### config.mk
export PLATFORM = sky130hd
export DESIGN_NAME = bounce_box_src
export DESIGN_NICKNAME = d
export VERILOG_FILES = /design/src/rtl/bbs_pkg.sv /design/src/rtl/bbs_axis_bounce.sv /design/src/rtl/bounce_box_src.sv
export SDC_FILE = /design/constraint.sdc
export NUM_CORES = 1
export LEC_CHECK = 0
export BUFFER_PORTS_ARGS = -buffer_cell sky130_fd_sc_hd__buf_2
export CORE_AREA = 8 8 114 126
export DETAILED_ROUTE_END_ITERATION = 16
export DIE_AREA = 0 0 122 134
export GPL_ROUTABILITY_DRIVEN = 0
export MAX_ROUTING_LAYER = met4
export PLACE_DENSITY = 0.78
export SLEW_MARGIN = 25
export SYNTH_ARGS = -nofsm -noshare
export SYNTH_HDL_FRONTEND = slang
export SYNTH_SLANG_ARGS = --single-unit
### constraint.sdc
create_clock -name i_pixclk -period 18.5 [get_ports i_pixclk]
set_clock_uncertainty 0.2 [all_clocks]
set_input_delay 0.925 -clock i_pixclk [delete_from_list [all_inputs] [get_ports i_pixclk]]
set_output_delay 0.925 -clock i_pixclk [all_outputs]
set_load 0.005 [all_outputs]
### src/rtl/bbs_pkg.sv
// bbs_pkg -- shared definitions for the bouncing-box video source.
//
// Contents:
//   dir_t             per-axis motion direction (FWD = increasing coordinate)
//   DEFAULT_BOX_SIZE  default box edge length in pixels
//   DEFAULT_STEP      default box motion per frame in pixels
package bbs_pkg;

  typedef enum logic {
    DIR_FWD = 1'b0,
    DIR_REV = 1'b1
  } dir_t;

  localparam int DEFAULT_BOX_SIZE = 32;
  localparam int DEFAULT_STEP     = 2;

endpackage : bbs_pkg

### src/rtl/bbs_axis_bounce.sv
// bbs_axis_bounce -- box position and direction along one screen axis.
//
// The position moves by STEP once per update pulse and reverses at the
// screen edges. pos_next is the combinational next-state position so the
// parent can colour pixels of a new frame with the box already moved.
//
// Ports:
//   clk       pixel clock
//   rst_n     asynchronous active-low reset (pos = 0, direction FWD)
//   update    one-cycle pulse, advance the box by one frame
//   dim       active extent of this axis (width or height)
//   pos_next  position the box will hold after this clock edge
module bbs_axis_bounce
  import bbs_pkg::*;
#(
  parameter int LGDIM    = 11,
  parameter int BOX_SIZE = DEFAULT_BOX_SIZE,
  parameter int STEP     = DEFAULT_STEP
) (
  input  logic             clk,
  input  logic             rst_n,
  input  logic             update,
  input  logic [LGDIM-1:0] dim,
  output logic [LGDIM-1:0] pos_next
);

  // One extra bit so pos + BOX_SIZE + STEP never wraps before comparing.
  localparam int W = LGDIM + 1;
  localparam logic [W-1:0] BOX_W  = W'(BOX_SIZE);
  localparam logic [W-1:0] STEP_W = W'(STEP);

  dir_t             dir;
  dir_t             dir_next;
  logic [LGDIM-1:0] pos;
  logic [W-1:0]     pos_w;
  logic [W-1:0]     dim_w;

  assign pos_w = {1'b0, pos};
  assign dim_w = {1'b0, dim};

  // NOTE: sequential state uses non-blocking assignments so every register
  // samples the pre-edge values, independent of process ordering.
  always_ff @(posedge clk or negedge rst_n) begin
    if (!rst_n) begin
      pos <= '0;
      dir <= DIR_FWD;
    end else begin
      pos <= pos_next;
      dir <= dir_next;
    end
  end

  // NOTE: every output of this block gets a default before any branch, so
  // no path leaves a value unassigned and no latch is inferred.
  always_comb begin
    dir_next = dir;
    pos_next = pos;
    if (update) begin
      if (dim_w < BOX_W + STEP_W) begin
        // Screen too small to move in: park the box at the origin.
        pos_next = '0;
        dir_next = DIR_FWD;
      end else if (pos_w + BOX_W > dim_w) begin
        // Screen shrank under the box: pull it back inside and head home.
        pos_next = LGDIM'(dim_w - BOX_W);
        dir_next = DIR_REV;
      end else if (dir == DIR_FWD) begin
        if (pos_w + BOX_W + STEP_W > dim_w) begin
          pos_next = LGDIM'(pos_w - STEP_W);
          dir_next = DIR_REV;
        end else begin
          pos_next = LGDIM'(pos_w + STEP_W);
        end
      end else begin
        if (pos_w < STEP_W) begin
          pos_next = LGDIM'(pos_w + STEP_W);
          dir_next = DIR_FWD;
        end else begin
          pos_next = LGDIM'(pos_w - STEP_W);
        end
      end
    end
  end

endmodule : bbs_axis_bounce

### src/rtl/bounce_box_src.sv
// bounce_box_src -- test-pattern source: a solid box bouncing on a background.
//
// Tracks the raster position from the encoder's handshake strobes and
// returns the colour for that position. o_pixel is registered from the
// next-state position, so it already describes the new pixel in the cycle
// after i_rd / i_newline / i_newframe.
//
// Ports:
//   i_pixclk    pixel clock
//   i_reset_n   asynchronous active-low reset
//   i_width     active pixels per line
//   i_height    active lines per frame
//   i_rd        encoder consumed the current pixel (x + 1)
//   i_newline   start of next line (x = 0, y + 1)
//   i_newframe  start of next frame (x = y = 0, box moves one step)
//   i_bg        background colour {red, grn, blu}
//   i_fg        box colour {red, grn, blu}
//   o_pixel     colour of the current position
//   o_frame     frame counter, wraps at 255
module bounce_box_src
  import bbs_pkg::*;
#(
  parameter int BITS_PER_COLOR = 8,
  parameter int LGDIM          = 11,
  parameter int BOX_SIZE       = DEFAULT_BOX_SIZE,
  parameter int STEP           = DEFAULT_STEP
) (
  input  logic                      i_pixclk,
  input  logic                      i_reset_n,
  input  logic [LGDIM-1:0]          i_width,
  input  logic [LGDIM-1:0]          i_height,
  input  logic                      i_rd,
  input  logic                      i_newline,
  input  logic                      i_newframe,
  input  logic [3*BITS_PER_COLOR-1:0] i_bg,
  input  logic [3*BITS_PER_COLOR-1:0] i_fg,
  output logic [3*BITS_PER_COLOR-1:0] o_pixel,
  output logic [7:0]                o_frame
);

  localparam int W = LGDIM + 1;
  localparam logic [W-1:0]     BOX_W   = W'(BOX_SIZE);
  localparam logic [LGDIM-1:0] MAX_POS = '1;

  logic [LGDIM-1:0] x;
  logic [LGDIM-1:0] y;
  logic [LGDIM-1:0] x_next;
  logic [LGDIM-1:0] y_next;
  logic [LGDIM-1:0] bx_next;
  logic [LGDIM-1:0] by_next;
  logic             in_box;

  bbs_axis_bounce #(
    .LGDIM    (LGDIM),
    .BOX_SIZE (BOX_SIZE),
    .STEP     (STEP)
  ) u_axis_x (
    .clk      (i_pixclk),
    .rst_n    (i_reset_n),
    .update   (i_newframe),
    .dim      (i_width),
    .pos_next (bx_next)
  );

  bbs_axis_bounce #(
    .LGDIM    (LGDIM),
    .BOX_SIZE (BOX_SIZE),
    .STEP     (STEP)
  ) u_axis_y (
    .clk      (i_pixclk),
    .rst_n    (i_reset_n),
    .update   (i_newframe),
    .dim      (i_height),
    .pos_next (by_next)
  );

  // Raster position; newframe beats newline beats rd. Counters stick at
  // their maximum instead of wrapping back into the visible area.
  always_comb begin
    x_next = x;
    y_next = y;
    if (i_newframe) begin
      x_next = '0;
      y_next = '0;
    end else if (i_newline) begin
      x_next = '0;
      y_next = (y == MAX_POS) ? y : y + 1'b1;
    end else if (i_rd) begin
      x_next = (x == MAX_POS) ? x : x + 1'b1;
    end
  end

  always_ff @(posedge i_pixclk or negedge i_reset_n) begin
    if (!i_reset_n) begin
      x <= '0;
      y <= '0;
    end else begin
      x <= x_next;
      y <= y_next;
    end
  end

  // Next-state position against next-state box: the first pixel of a new
  // frame already sees the moved box.
  assign in_box = ({1'b0, x_next} >= {1'b0, bx_next}) &&
                  ({1'b0, x_next} <  {1'b0, bx_next} + BOX_W) &&
                  ({1'b0, y_next} >= {1'b0, by_next}) &&
                  ({1'b0, y_next} <  {1'b0, by_next} + BOX_W);

  always_ff @(posedge i_pixclk or negedge i_reset_n) begin
    if (!i_reset_n) begin
      o_pixel <= '0;
      o_frame <= '0;
    end else begin
      o_pixel <= in_box ? i_fg : i_bg;
      if (i_newframe) begin
        o_frame <= o_frame + 8'd1;
      end
    end
  end

endmodule : bounce_box_src

==> reports/results.ini <==
[yosys]
ys_warn_count = 0
synth_cell_types = 76
seq_area_frac_synth_pct = 27.5
synth_edf_count = 0
synth_cells = 785
syn-cell-area_sq_um = 7090
synth_flop_cell = dfrtp_1
synth_seq_cells = 78
async_flop_share_pct = 100
avgSynthCellArea_sq_um = 9.03
syn_nets = 956

[sta]
hold_viol = 0
relSlewSlack_pct = 39.9
hold_ws_ns = 0.284
fmax_ghz = 0.136
rsz0062_at_grt = false
tightest_slew_ns = 0.890
setup_viol = 0
fin_crit_ns = 7.33
tns_ns = 0
fin_crit_sh_pct = 39.6
drv_slew = 0

[layout]
syn2layout_area_growth_pct = 13.1
finish.utilization_pct = 65.0
postLayoutCellArea_sq_um = 8010
diodes = 0
fillers = 1044
nets = 1049
multi_input_area_sq_um = 4760
drive_gt1_share_pct = 20.0
seq_area_sq_um = 1950

[route]
ant_nets = 0
drc = 0
via_per_inst = 5.93
wl_mm = 17.5
num_vias = 6170
drt_pass1_iterations = 5
wl_per_cell_microns = 16.8
dr.first_iter.drc_count = 542

[floorplan]
die-area_sq_um = 16300
initial_core_util_pct = 57.5
dieWidth_microns = 122
core_region_area_sq_um = 12300
die_h_microns = 134
io-pin-count = 107
rows = 43

[place]
dpl_cell_area_sq_um = 7700
port_buffers = 106
dp_hpwl_mm = 13.6

[global_routing]
grt_pass1_wl_mm = 29.4
grt.total_usage_pct = 22.4
antenna_found_initial = 0
grt_pass1_vias = 6180
grt_overflow = 0
grt_max_degree = 79

[clocking]
clockRootBuffer = clkbuf_16
cts_hold_buf = 0
cts_resized = 0
cts-htree-levels = 3
cts_made_buffers = 9
post-cts-setup-buffer-count = 0
clk_pin_slew_ns = 0.06
cts_tree = done
worstSkewPairLatency_ns = 0.33
clock_sinks = 78
cts_max_path_buffers = 2

[setup_path]
cp_slowest_cell = or4_1
max_stage_delay_ns = 0.53
worst_ep_required_time_ns = 18.51
crit_fanout = 24
worst-setup-path-type = reg -> reg
critPathArrivalTime_ns = 7.35
end_kind = flip-flop
cp-start-kind = flip-flop

[flow_run]
drv_cap = 0

[pwr]
finalPower_mw = 1.07
ir_worst_vdd_uv = 59.2
power.leakage_nw = 3.88
p_per_area_nw_per_um2 = 133

[min_path]
worstHoldPathType = reg -> reg

[status]
status = finished, final reports clean

-- cells in the final DEF, fill, tap and decap left out, types with 4 or more instances in the layout --
| cell type | netlist | final |
|---|---|---|
| o21a_1 | 6 | 6 |
| o211ai_1 | 8 | 8 |
| or3_1 | 6 | 6 |
| inv_1 | 64 | 64 |
| or2_2 | 7 | 7 |
| nand4_1 | 20 | 20 |
| o31ai_1 | 4 | 4 |
| and3_1 | 12 | 12 |
| o21ai_0 | 22 | 22 |
| and4_1 | 4 | 4 |
| or4_1 | 4 | 4 |
| a21o_1 | 14 | 14 |
| mux2_4 | 20 | 20 |
| mux2_2 | 7 | 7 |
| buf_2 | 7 | 105 |
| a41oi_1 | 6 | 6 |
| a21oi_1 | 53 | 53 |
| nand3_1 | 28 | 28 |
| mux2i_1 | 9 | 9 |
| nand2_1 | 49 | 49 |
| nor2b_1 | 9 | 9 |
| ha_1 | 96 | 96 |
| dfrtp_1 | 78 | 78 |
| nor2_1 | 60 | 60 |
| clkbuf_16 | 0 | 9 |
| a211oi_1 | 10 | 10 |
| a31oi_1 | 8 | 8 |
| xnor2_1 | 38 | 38 |
| xor2_1 | 23 | 23 |
| nor3_1 | 26 | 26 |
-- layout make-up --
type	count	area share, %
inverter	65	3.05
sequential	78	24.4
tap	157	2.45
timing repair buffer	108	6.89
clock buffer	9	2.81
multi-input combinational	616	59.4
clock inverter	7	1.02
-- metrics by stage --
step | std cells | worst slack, ns
after global routing | 1040 | 10.71
after detailed placement | 1024 | 11.26
final | 1040 | 11.17
after floorplan | 785 | 12.07
after CTS | 1040 | 11.21
after global placement | 1024 | 11.34
-- power by group --
group	switching, mW	total (mW)	internal (mW)
sequential	0.0685	0.274	0.206
clock	0.0746	0.181	0.106
combinational	0.349	0.614	0.264
-- worst paths after layout --
check                                     start     endpoint  slack, ns  depth (start not counted)
worst min-delay path                 o_frame[7]   o_frame[7]       0.28                          1
min in group asynchronous             i_reset_n  o_pixel[20]       0.41                          1
worst max register to register  u_axis_y.pos[5]   o_pixel[2]      11.17                         29
worst min register to register       o_frame[7]   o_frame[7]       0.28                          1
worst max-delay path            u_axis_y.pos[5]   o_pixel[2]      11.17                         29
max in group asynchronous             i_reset_n         y[9]      17.20                          1
-- Yosys cell counts, types with 4 or more instances --
cell | instances | area (sq um)
a211oi_1 | 10 | 75.1
a21o_1 | 14 | 105
a21oi_1 | 53 | 265
a31oi_1 | 8 | 50.1
a41oi_1 | 6 | 52.6
and3_1 | 12 | 75.1
and4_1 | 4 | 35.0
buf_2 | 7 | 35.0
clkbuf_1 | 14 | 52.6
dfrtp_1 | 78 | 1950
ha_1 | 96 | 1200
inv_1 | 64 | 240
mux2_2 | 7 | 78.8
mux2_4 | 20 | 300
mux2i_1 | 9 | 90.1
nand2_1 | 49 | 184
nand3_1 | 28 | 140
nand4_1 | 20 | 125
nor2_1 | 60 | 225
nor2b_1 | 9 | 56.3
nor3_1 | 26 | 130
o211ai_1 | 8 | 60.1
o21a_1 | 6 | 45.0
o21ai_0 | 22 | 110
o31ai_1 | 4 | 30.0
or2_2 | 7 | 43.8
or3_1 | 6 | 37.5
or4_1 | 4 | 30.0
xnor2_1 | 38 | 333
xor2_1 | 23 | 201
-- sequential cells by signal (all words and copies together), names as in the netlist --
signal	flops
o_pixel	24
u_axis_x.pos	11
u_axis_y.pos	11
x	11
y	11
o_frame	8
u_axis_x.dir	1
u_axis_y.dir	1
-- worst max-delay path: cells and delay by family (launching register included) --
kind | cells | cell delay (ns)
buf+inv | 1 | 0.43
fa+ha+maj | 3 | 0.85
mux | 2 | 0.79
xor+xnor | 1 | 0.13
simple gates | 8 | 1.53
compound gates | 14 | 2.78
flops | 1 | 0.51
-- logic make-up (layout without fill, tap and decap cells) --
family | Yosys count | count (layout) | share of synthesized area, %
xor+xnor | 61 | 61 | 7.54
fa+ha+maj | 96 | 96 | 17.0
simple gates | 243 | 243 | 17.4
mux | 36 | 36 | 6.62
flops | 78 | 78 | 27.5
buf+inv | 91 | 189 | 5.26
compound gates | 180 | 180 | 18.6
-- per-layer routing --
| metal | GRT usage, % | vias to the layer above | part of all wire (%) |
|---|---|---|---|
| li1 | - | 3031 | - |
| met1 | 26.3 | 2935 | 42 |
| met2 | 38.9 | 175 | 52 |
| met3 | 2.94 | 29 | 3.9 |
| met4 | 6.73 | 0 | 1.9 |
| met5 | - | - | 0 |
Note: power is estimated with default switching activity, not from simulation.
